File: config.mk
export PLATFORM = sky130hd
export DESIGN_NAME = instr_fetch
export DESIGN_NICKNAME = d
export VERILOG_FILES = /design/src/rtl/riscv_pkg.sv /design/src/rtl/fetch_buf.sv /design/src/rtl/instr_fetch.sv
export SDC_FILE = /design/constraint.sdc
export NUM_CORES = 1
export LEC_CHECK = 0
export BUFFER_PORTS_ARGS = -buffer_cell sky130_fd_sc_hd__clkbuf_2
export CORE_MARGIN = 10
export CORE_UTILIZATION = 45
export CTS_BUF_LIST = sky130_fd_sc_hd__clkbuf_4 sky130_fd_sc_hd__clkbuf_8
export DETAILED_ROUTE_END_ITERATION = 10
export HOLD_SLACK_MARGIN = 0.08
export PLACE_DENSITY = 0.7
export SYNTH_ARGS = -nofsm -noshare
export SYNTH_HDL_FRONTEND = slang
export SYNTH_SLANG_ARGS = --single-unit
File: constraint.sdc
create_clock -name clk_in -period 3.45 [get_ports clk_in]
set_clock_uncertainty 0.15 [all_clocks]
set_input_delay 0.5175 -clock clk_in [delete_from_list [all_inputs] [get_ports clk_in]]
set_output_delay 0.5175 -clock clk_in [all_outputs]
set_load 0.02 [all_outputs]
File: src/rtl/riscv_pkg.sv
// Shared fetch-path types: machine widths and the {pc, instr} record carried to decode.
package riscv_pkg;

    localparam int XLEN    = 32;
    localparam int INSTR_W = 32;

    typedef struct packed {
        logic [XLEN-1:0]    pc;
        logic [INSTR_W-1:0] instr;
    } fetch_entry_t;

    // Instruction fetch addresses are always word aligned; low two bits are dropped.
    function automatic logic [XLEN-1:0] word_align(input logic [XLEN-1:0] addr);
        return {addr[XLEN-1:2], 2'b00};
    endfunction

endpackage

File: src/rtl/fetch_buf.sv
// Two-entry FIFO of fetched instructions. The head entry is a register, so the
// outputs to decode are registered. Flush empties the FIFO and overrides push/pop.
module fetch_buf
    import riscv_pkg::*;
(
    input  logic         clk,
    input  logic         rst_n,
    input  logic         push,
    input  logic         pop,
    input  logic         flush,
    input  fetch_entry_t push_entry,
    output fetch_entry_t head,
    output logic         head_valid,
    output logic [1:0]   count
);

    fetch_entry_t entry0;
    fetch_entry_t entry1;
    logic         pop_ok;

    // A pop only counts against a non-empty buffer.
    assign pop_ok     = pop && (count != 2'd0);
    assign head       = entry0;
    assign head_valid = (count != 2'd0);

    // Storage update: entry0 is always the head, entry1 the one behind it.
    always_ff @(posedge clk) begin
        if (!rst_n) begin
            count  <= 2'd0;
            entry0 <= '0;
            entry1 <= '0;
        end else if (flush) begin
            count <= 2'd0;
        end else begin
            case ({push, pop_ok})
                2'b11: begin
                    if (count == 2'd1) begin
                        entry0 <= push_entry;
                    end else begin
                        entry0 <= entry1;
                        entry1 <= push_entry;
                    end
                end
                2'b10: begin
                    if (count == 2'd0) begin
                        entry0 <= push_entry;
                        count  <= 2'd1;
                    end else if (count == 2'd1) begin
                        entry1 <= push_entry;
                        count  <= 2'd2;
                    end
                end
                2'b01: begin
                    entry0 <= entry1;
                    count  <= count - 2'd1;
                end
                default: ;
            endcase
        end
    end

    // The issue credit rule upstream must never let a push land on a full buffer.
    assert property (@(posedge clk) disable iff (!rst_n)
        !(push && !flush && !pop_ok && (count == 2'd2)));

endmodule

File: src/rtl/instr_fetch.sv
// Instruction fetch front end: owns the PC, addresses the 1-cycle registered ROM,
// and feeds {pc, instr} to decode through a 2-entry buffer with redirect/flush.
module instr_fetch
    import riscv_pkg::*;
#(
    parameter logic [31:0] RESET_PC = 32'h0000_0000,
    parameter int          ROM_AW   = 10
) (
    input  logic              clk_in,
    input  logic              rst_n_in,
    input  logic              redirect_in,
    input  logic [31:0]       redirect_pc_in,
    output logic [ROM_AW-1:0] rom_addr_out,
    input  logic [31:0]       rom_instr_in,
    output logic              instr_valid_out,
    input  logic              instr_ready_in,
    output logic [31:0]       instr_out,
    output logic [31:0]       instr_pc_out
);

    logic [XLEN-1:0] fetch_pc;
    logic [XLEN-1:0] inflight_pc;
    logic [XLEN-1:0] issued_pc;
    logic            inflight;
    logic            issue;
    logic            pop;
    logic            push;
    logic [1:0]      count;
    logic [2:0]      credit_use;
    fetch_entry_t    push_entry;
    fetch_entry_t    head;

    // A redirect target is issued in the same cycle it arrives.
    assign issued_pc    = redirect_in ? word_align(redirect_pc_in) : fetch_pc;
    assign rom_addr_out = issued_pc[ROM_AW+1:2];

    assign pop = instr_valid_out & instr_ready_in;

    // Entries held plus the one in flight, minus the one leaving, must leave room
    // for the response of anything issued now.
    assign credit_use = {1'b0, count} + {2'b00, inflight} - {2'b00, pop};
    assign issue      = rst_n_in & (redirect_in | (credit_use < 3'd2));

    // A response belonging to a pre-redirect fetch is dropped.
    assign push             = inflight & ~redirect_in;
    assign push_entry.pc    = inflight_pc;
    assign push_entry.instr = rom_instr_in;

    // PC and in-flight tracking for the single outstanding ROM read.
    always_ff @(posedge clk_in) begin
        if (!rst_n_in) begin
            fetch_pc    <= word_align(RESET_PC);
            inflight    <= 1'b0;
            inflight_pc <= '0;
        end else if (issue) begin
            fetch_pc    <= issued_pc + 32'd4;
            inflight    <= 1'b1;
            inflight_pc <= issued_pc;
        end else begin
            inflight <= 1'b0;
        end
    end

    fetch_buf u_fetch_buf (
        .clk        (clk_in),
        .rst_n      (rst_n_in),
        .push       (push),
        .pop        (pop),
        .flush      (redirect_in),
        .push_entry (push_entry),
        .head       (head),
        .head_valid (instr_valid_out),
        .count      (count)
    );

    assign instr_out    = head.instr;
    assign instr_pc_out = head.pc;

endmodule

; ---- Word level (Yosys, flattened, before mapping)
; Index checks and enable logic that the tools add are counted.
[classes]
n_addsub = 4
n_lt_le_gt_ge = 1
eq_ne = 8
n_mux = 11
n_bitwise = 6
reduce_logical = 10
[op_table]
columns = operator, n
row1 = $mux 64, 4
row2 = $pmux 64 s3, 1
row3 = $pmux 64 s2, 1
row4 = $add 32x3->32 const B, 1
row5 = $mux 32, 1
row6 = $reduce_bool 2->1, 3
row7 = $eq 2x1->1 const B, 2
row8 = $eq 2x2->1 const B, 2
row9 = $mux 2, 2
row10 = $ne 2x2->1 const B, 2
row11 = $pmux 2 s2, 1
row12 = $reduce_and 4->1, 1
row13 = $add 2x1->3, 1
row14 = $and 1x1->1, 3
row15 = $lt 3x2->1 const B, 1
row16 = $ne 3x1->1 const B, 1
row17 = $reduce_and 3->1, 1
row18 = $reduce_bool 3->1, 1
row19 = $sub 3x1->3, 1
row20 = $logic_not 2->1, 1
row21 = $ne 2x1->1 const B, 1
row22 = $not 1->1, 2
row23 = $reduce_and 2->1, 1
row24 = $reduce_or 2->1, 1
row25 = other kinds (4), 4
[totals]
ff_bits = 195
in_bits = 68
output_inout_bits = 75

; ---- Logic depth before layout (Yosys ltp)
; Gate-level depths: netlist of run 1.
[depth]
depth_word = 7
depth_mapped = 14
mapped_depth_nobuf = 12

; ---- Modules after synthesis
; A second synthesis of run 1 with hierarchy kept.
[hier_totals]
hier_cells = 1033
hier_area_um2 = 9145.0
[by_module_without_submodules]
columns = mod, instances, cells_per_inst, area_per_inst_um2
row1 = fetch_buf, 1, 539, 5431.5
row2 = instr_fetch, 1, 494, 3713.6

; ---- Worst setup path before layout of run 1
; OpenSTA, ideal clock, no wires.
[synth_timing]
path_kind = input to register
startpoint = input port redirect_in
endpoint = register fetch_pc[28]
setup_ns = 0.059
t_arrival_ns = 2.935
required_ns = 3.241
slack_ns = 0.306
stages = 14
path_buffers = 5
cell_sequence = buf_6 > buf_6 > buf_2 > buf_2 > buf_2 > nand2_1 > o21ai_0 > ha_1 > nand4b_1 > a22oi_1 > nand4_1 > or3_1 > nand3_1 > o211a_1
[synth_via]
elab_chain_len = 2
elab_cells_between_ends = 4
cone_classes = 1 x add/sub / 1 x mux / 2 x bitwise
[synth_lines]
columns = item, line_no
row1 = "start, declared", instr_fetch.sv:11  ; input logic redirect_in,
row2 = $mux 32, instr_fetch.sv:34  ; assign issued_pc = redirect_in ? word_align(redirect_pc_in) : fetch_pc;
row3 = named net issued_pc[2], instr_fetch.sv:23  ; logic [XLEN-1:0] issued_pc;
row4 = $add 32x3->32, instr_fetch.sv:56  ; fetch_pc <= issued_pc + 32'd4;
row5 = "end signal, assigned", instr_fetch.sv:52  ; fetch_pc <= word_align(RESET_PC);
row6 = "end signal, assigned", instr_fetch.sv:56
row7 = "end, declared", instr_fetch.sv:21  ; logic [XLEN-1:0] fetch_pc;
; The timed path passes the listed nets, and every way through them passes these cells.
; A chain may end at the register's enable or synchronous reset.

; ---- Worst setup path in the final report of run 1
[layout_timing]
startpoint = register u_fetch_buf.count[1]
endpoint = register fetch_pc[6]
[layout_via]
elab_chain_len = 6
elab_cells_between_ends = 7
cone_classes = 2 x add/sub / 1 x order compare / 3 x bitwise / 1 x reduce/logical
[layout_lines]
columns = item, line_no
row1 = "start, declared", fetch_buf.sv:14  ; output logic [1:0] count
row2 = "start signal, assigned", fetch_buf.sv:55  ; count <= count - 2'd1;
row3 = "parallel branches: the longest is 2 deep, another holds $add 2x1->3", -
row4 = $sub 3x1->3 (*), instr_fetch.sv:41  ; assign credit_use = {1'b0, count} + {2'b00, inflight} - {2'b00, pop};
row5 = $lt 3x2->1 (*), instr_fetch.sv:42  ; assign issue = rst_n_in & (redirect_in | (credit_use < 3'd2));
row6 = $or 1x1->1 (*), instr_fetch.sv:42
row7 = $and 1x1->1 (*), instr_fetch.sv:42
; Mark *: on every way between the ends.

==> results of run 1 <==
## cell usage after synthesis, drive strengths merged, types with 17 or more instances
library cell / count
a211oi: 19
a21oi: 110
a221oi: 65
buf: 35
clkbuf: 60
dfxtp: 191
nand2: 195
nand3: 36
nand4: 17
nor2: 110
nor3: 67
xnor2: 21
## state kept, by name (all words and copies together) (netlist names)
| register | cells |
|---|---|
| u_fetch_buf.entry1 | 64 |
| u_fetch_buf.head | 64 |
| fetch_pc | 30 |
| inflight_pc | 30 |
| u_fetch_buf.count | 2 |
| inflight | 1 |
## power by group through the flow
stage	registers (µW)	logic, µW	clock network, µW
floorplan	2570	550	0
finish	2470	901	1480
global placement	2520	895	0
detailed placement	2520	908	0
CTS	2470	909	1520
global route	2490	1000	1620
## final timing paths
kind / to / startpoint / cells past startpoint
max: fetch_pc[6] / u_fetch_buf.count[1] / 12
min: u_fetch_buf.entry1[4] / rom_instr_in[4] / 3
max reg2reg: fetch_pc[6] / u_fetch_buf.count[1] / 12
min reg2reg: u_fetch_buf.entry1[53] / u_fetch_buf.entry1[53] / 2
## through the flow
step / total power (µW) / area, µm² / hold WS, ns
after global routing: 5108 / 9952 / 0.1036
final: 4857 / 9952 / 0.1400
after floorplan: 3122 / 8700 / 0.2861
after detailed placement: 3430 / 9557 / 0.2965
after CTS: 4902 / 9952 / 0.1070
after global placement: 3410 / 9557 / 0.2906
## routing by layer
layer / vias to the layer above / part of all wire, % / global-route usage (%)
met2: 231 / 45 / 27.36
met3: 23 / 5.2 / 3.899
met5: - / 0 / 0
met4: 0 / 1.6 / 4.802
met1: 3676 / 48 / 24.35
li1: 3959 / - / -
## kinds of logic (layout without fill, tap and decap cells)
family / after synthesis / after routing / share of synthesized area [%]
mux: 18 / 18 / 2.100
buf+inv: 112 / 211 / 5.739
xor+xnor: 36 / 36 / 3.624
fa+ha+maj: 8 / 8 / 1.237
compound gates: 240 / 240 / 18.73
simple gates: 471 / 471 / 24.62
flops: 191 / 191 / 43.95
## worst max-delay path: cells and delay by family (launching register included)
kind,cells,cell delay [ns]
xor+xnor,1,0.16
fa+ha+maj,3,0.93
simple gates,5,0.98
buf+inv,2,0.44
compound gates,1,0.14
flops,1,0.33
## cell usage in the layout (no fill, tap or decap), types with 16 or more instances in the layout
cell and count:
a211oi_1 19, a21oi_1 109, a221oi_1 64, buf_4 18, clkbuf_2 139, clkbuf_8 17, dfxtp_1 191, inv_1 16
nand2_1 195, nand3_1 34, nand4_1 16, nor2_1 110, nor3_1 66, xnor2_1 21
## cell type report
class	count	area share (%)
clock inverter	11	1.320
timing repair buffer	162	9.354
tap	260	3.269
sequential	191	38.42
clock buffer	21	2.653
multi-input combinational	773	44.32
inverter	17	0.6663
==> run summary, run 1 <==
Status - completed
Max Freq - 0.3143 GHz
Area contributors post-synth - dfxtp_1 44%, nand2_1 8.4%, a221oi_1 6.4%
First-iteration detailed-routing DRC count - 571
Area of the multi-input gates - 4410 µm²
Via count - 7889
Starting Density - 46.05%
CP cell instances - inv_1, ha_1, nor2b_1, ha_1, nor2b_1, fa_1, xor2_1, nor2b_1, nor2_1, buf_4, nand2_1, a21oi_1
Clock power frac - 30.6%
Setup tns final - 0 ns
HP Class - primary input to flop
Max-Cap Viols - 0
Number of global-route vias before repair - 7313
Int Pwr - 3362 µW
Vias per inst - 5.498
Global-route wire length before repair - 38.17 mm
Clk sinks - 191
Largest net degree at the start of global routing - 81
Fin nets - 1238
Final Hold Violating Endpoints - 0
Die footprint - 25290 µm²
Synth top area share - 43.95%
Critical Path RT - 3.69 ns
Lkg Pwr - 0.003909 µW
Max clock buf depth - 2
Routed WL - 23.39 mm
Synth warn - 0
Core ar. - 18890 µm²
Die width - 159.0 µm
Fill cells - 1859
Worst Path Max Fanout - 11
Final Non-Filler Cells - 1435
Clock Root Buffer - clkbuf_8
PD cells - 488.0 nW/µm²
Initial antenna violation count - 0
Syn avg cell area - 8.085 µm²
Dominant cell type by area after synthesis - dfxtp_1
Post-synth ARST share - 0%
Place WS - 0.2906 ns
Synthesized flop and latch total - 191
Register area - 3824 µm²
IO Count - 143
Post-Syn Nets - 1152
DRT antenna net count - 0
Max incr delay on CP - 0.62 ns
Critical-path top delay cell - nor2_1
Combinational power share - 18.6%
Gate Count Post-Synth - 1076
Share of cells above drive strength 1 - 18.04%
Mapped Area - 8700 µm²
Area growth syn-to-layout - 14.40%
Net Sw Frac - 30.78%
Switch Pwr - 1495 µW
Clk slew on worst S/H paths - 0.10 ns
H-tree levels - 4
Cell count after placement - 1403
WP data arrival - 3.42 ns
Final period util - 92.22%
DRC - 0
Post-synth EDFFs - 0
CP Class - flop to flop
CP startpoint kind - flop
Worst-Skew Late Latency - 0.46 ns
TritonCTS clock tree - done
Total grt overflow - 0
Yosys cell types - 57
CTS buffer count - 17
Max-slew headroom - 45.43%
Post-CTS Resized - 0
Post-DP HPWL - 15.85 mm
Slew @ Worst Pin - 0.8155 ns
GP Congestion - 0.8731
Post-CTS setup buffers - 0
Row count - 50
Setup violations, final - 0
Top_reg_cell synth - dfxtp_1
RSZ-0062 raised after global routing - false
Crit end category - flop
Wire length per cell - 16.30 µm
Critical path's most frequent cell - nor2b_1
Post-CTS Hold Buffers - 0
GRT Util Overall - 17.72%
Min Tclk post-route - 3.182 ns
Die height - 159.0 µm
Final Util - 52.68%
N_diodes - 0
Worst setup margin - 0.2684 ns
Port Buffers - 140
Max-slew violations - 0
Reg power frac - 50.9%
Drt first pass iters - 5
R2R setup slack - 0.27 ns
Max VDD drop - 0.2213 mV
Sequential fraction of the synthesis area - 43.95%
No activity file was read; power rests on OpenSTA's default activity.
==> inputs of run 2 (changes only) <==
- ABC_AREA: default -> 1
- CELL_PAD_IN_SITES_DETAIL_PLACEMENT: default -> 1
- CELL_PAD_IN_SITES_GLOBAL_PLACEMENT: default -> 1
- CORE_UTILIZATION: 45 -> 42
- PLACE_DENSITY: 0.7 -> 0.88
==> run summary, run 2 <==
Share of cells above drive strength 1 - 19.45% (was 18.04%)
Post-Syn Nets - 1277 (was 1152)
Final Util - 49.29% (was 52.68%)
Final Hold Violating Endpoints - 0 (unchanged)
Dominant cell type by area after synthesis - dfxtp_1 (unchanged)
Status - completed (unchanged)
Crit end category - flop (unchanged)
Synth warn - 0 (unchanged)
Reg-to-Reg Start - u_fetch_buf.count[0] (was u_fetch_buf.count[1])
Max-slew headroom - 47.74% (was 45.43%)
Hold Crit Start - rom_instr_in[7] (was rom_instr_in[4])
Post-synth EDFFs - 0 (unchanged)
Worst-Skew Late Latency - 0.47 ns (was 0.46 ns)
Hold path cells - 3 (unchanged)
Reg2reg path depth - 16 (was 12)
Drt first pass iters - 6 (was 5)
Initial antenna violation count - 0 (unchanged)
Post-CTS Hold Buffers - 0 (unchanged)
Synth top area share - 43.38% (was 43.95%)
HP Class - primary input to flop (unchanged)
DRC - 0 (unchanged)
Syn avg cell area - 7.338 µm² (was 8.085 µm²)
Post-synth ARST share - 0% (unchanged)
Commonest non-fill, non-tap cell in the layout - dfxtp_1 (was nand2_1)
N_diodes - 0 (unchanged)
Via count - 8627 (was 7889)
Sequential fraction of the synthesis area - 43.38% (was 43.95%)
IO Count - 143 (unchanged)
Number of global-route vias before repair - 9028 (was 7313)
CP cell instances - inv_1, ha_1, inv_1, nand2_1, inv_1, ha_1, nor2_1, fa_1, inv_1, nand2_1, o21ai_4, buf_4, nor2_2, inv_1, buf_12, o22ai_1 (was inv_1, ha_1, nor2b_1, ha_1, nor2b_1, fa_1, xor2_1, nor2b_1, nor2_1, buf_4, nand2_1, a21oi_1)
Max-slew violations - 0 (unchanged)
H-tree levels - 4 (unchanged)
CP startpoint kind - flop (unchanged)
Vias per inst - 5.474 (was 5.498)
DRT antenna net count - 0 (unchanged)
Min Tclk post-route - 3.233 ns (was 3.182 ns)
TritonCTS clock tree - done (unchanged)
Max Freq - 0.3093 GHz (was 0.3143 GHz)
Top_reg_cell synth - dfxtp_1 (unchanged)
Max incr delay on CP - 0.42 ns (was 0.62 ns)
Port Buffers - 140 (unchanged)
WP data arrival - 3.43 ns (was 3.42 ns)
GRT Util Overall - 19.89% (was 17.72%)
Gate Count Post-Synth - 1201 (was 1076)
Global-route wire length before repair - 44.62 mm (was 38.17 mm)
Reg2reg end - inflight_pc[18] (was fetch_pc[6])
Max VDD drop - 0.2271 mV (was 0.2213 mV)
Routed WL - 27.84 mm (was 23.39 mm)
CTS buffer count - 17 (unchanged)
Starting Density - 43.14% (was 46.05%)
Clock Root Buffer - clkbuf_8 (unchanged)
Core ar. - 20430 µm² (was 18890 µm²)
Min-Delay Endpoint - u_fetch_buf.entry1[7] (was u_fetch_buf.entry1[4])
Count leader, synth - dfxtp_1 (was nand2_1)
Row count - 52 (was 50)
Critical-path top delay cell - fa_1 (was nor2_1)
Synth cell count leaders - 191 x dfxtp_1, 170 x nor2_1, 165 x nand2_1 (was 195 x nand2_1, 191 x dfxtp_1, 110 x nor2_1)
Setup violations, final - 0 (unchanged)
Fin nets - 1369 (was 1238)
Post-DP HPWL - 18.92 mm (was 15.85 mm)
Worst Path Max Fanout - 19 (was 11)
First-iteration detailed-routing DRC count - 442 (was 571)
Wire length per cell - 17.66 µm (was 16.30 µm)
R2R setup slack - 0.22 ns (was 0.27 ns)
Clk sinks - 191 (unchanged)
Final period util - 93.71% (was 92.22%)
Slew @ Worst Pin - 0.7811 ns (was 0.8155 ns)
Total grt overflow - 0 (unchanged)
Critical Path RT - 3.64 ns (was 3.69 ns)
Largest net degree at the start of global routing - 86 (was 81)
Die width - 164.9 µm (was 159.0 µm)
Most frequent cells in the layout - 191 x dfxtp_1, 169 x nor2_1, 162 x o21ai_0, 162 x nand2_1, 139 x clkbuf_2 (was 195 x nand2_1, 191 x dfxtp_1, 139 x clkbuf_2, 110 x nor2_1, 109 x a21oi_1)
Yosys cell types - 43 (was 57)
Lkg Pwr - 0.004424 µW (was 0.003909 µW)
Max-Cap Viols - 0 (unchanged)
Clk slew on worst S/H paths - 0.11 ns (was 0.10 ns)
PD cells - 533.6 nW/µm² (was 488.0 nW/µm²)
Die footprint - 27180 µm² (was 25290 µm²)
CP Class - flop to flop (unchanged)
Area contributors post-synth - dfxtp_1 43%, o21ai_0 9.2%, nor2_1 7.2% (was dfxtp_1 44%, nand2_1 8.4%, a221oi_1 6.4%)
Critical path's most frequent cell - inv_1 (was nor2b_1)
GP Congestion - 0.8538 (was 0.8731)
Hold WS - 0.1155 ns (was 0.1400 ns)
Synthesized flop and latch total - 191 (unchanged)
Mapped Area - 8813 µm² (was 8700 µm²)
Area growth syn-to-layout - 14.25% (was 14.40%)
Max clock buf depth - 2 (unchanged)
Die height - 164.9 µm (was 159.0 µm)
==> run 2: changes by cell type in the layout (fill, tap and decap cells not counted), sizes merged, moves of 9 or more <==
cell    change
inv       +106
nor3       -62
a21oi      -35
xor2       -15
o22ai      +16
xnor2      -20
nand4       -9
mux2i      -16
a211oi     -16
o21ai     +166
nand3b     -11
nor2       +76
a221oi     -14
==> run 2: critical path: cells and delay by family (launching register included) <==
family,cells,cell delay [ns]
flops,1,0.38
fa+ha+maj,3,0.87
buf+inv,7,1.01
compound gates,2,0.32
simple gates,4,0.38
==> run 2: where the power goes <==
part           total (µW)  internal, µW  switching (µW)  leakage [µW]
Clock                1550           695             851      0.000197
Combinational        1280           402             879       0.00266
Sequential           2550          2440             112       0.00157
==> run 2: cell families (layout without fill, tap and decap cells) <==
kind of cell	after synthesis	in the layout	synth area share, %
AOI/OAI and AO/OA	350	350	23.41
xor gates and xnor gates	1	1	0.09939
adders and majority gates	8	8	1.221
buffers and inverters	216	321	10.68
DFF	191	191	43.38
and+or+nand+nor	435	435	21.21
==> run 2: worst max path at each step <==
stage               cells past startpoint  slack [ns]                 start         endpoint
floorplan                              17        0.54  u_fetch_buf.count[1]      fetch_pc[7]
CTS                                    18        0.04  u_fetch_buf.count[1]     fetch_pc[11]
finish                                 16        0.22  u_fetch_buf.count[0]  inflight_pc[18]
detailed placement                     18        0.08  u_fetch_buf.count[1]     fetch_pc[11]
global route                           16       -0.01  u_fetch_buf.count[0]      fetch_pc[5]
global placement                       18        0.20  u_fetch_buf.count[1]     fetch_pc[11]
==> run 2: metal layers <==
metal  track usage, %  part of all wire (%)
met5                0                     0
met1            22.74                    43
met3            3.958                   4.5
met4            7.206                   2.3
met2            35.86                    50
==> run 2: timing repair <==
item	in CTS	in global routing
setup buffers	0	2
setup endpoints to repair	0	30
resized for setup	0	10
==> run 2: layout make-up <==
class	count	area (µm²)
inverter	125	474.2
sequential	191	3824
timing repair buffer	164	950.9
multi-input combinational	794	4081
clock buffer	21	270.3
clock inverter	11	131.4
fill	2658	10360
tap	270	337.8
==> run 2: per-stage QoR <==
| step | setup TNS, ns | total power [µW] | cell area, µm² | cells | setup slack [ns] |
|---|---|---|---|---|---|
| final | 0 | 5373 | 10070 | 1576 | 0.2171 |
| after global routing | -0.03252 | 5656 | 10070 | 1576 | -0.01236 |
| after CTS | 0 | 5366 | 10000 | 1573 | 0.04253 |
| after detailed placement | 0 | 3844 | 9598 | 1541 | 0.08233 |
| after global placement | 0 | 3786 | 9598 | 1541 | 0.2018 |
| after floorplan | 0 | 3431 | 8813 | 1201 | 0.5435 |
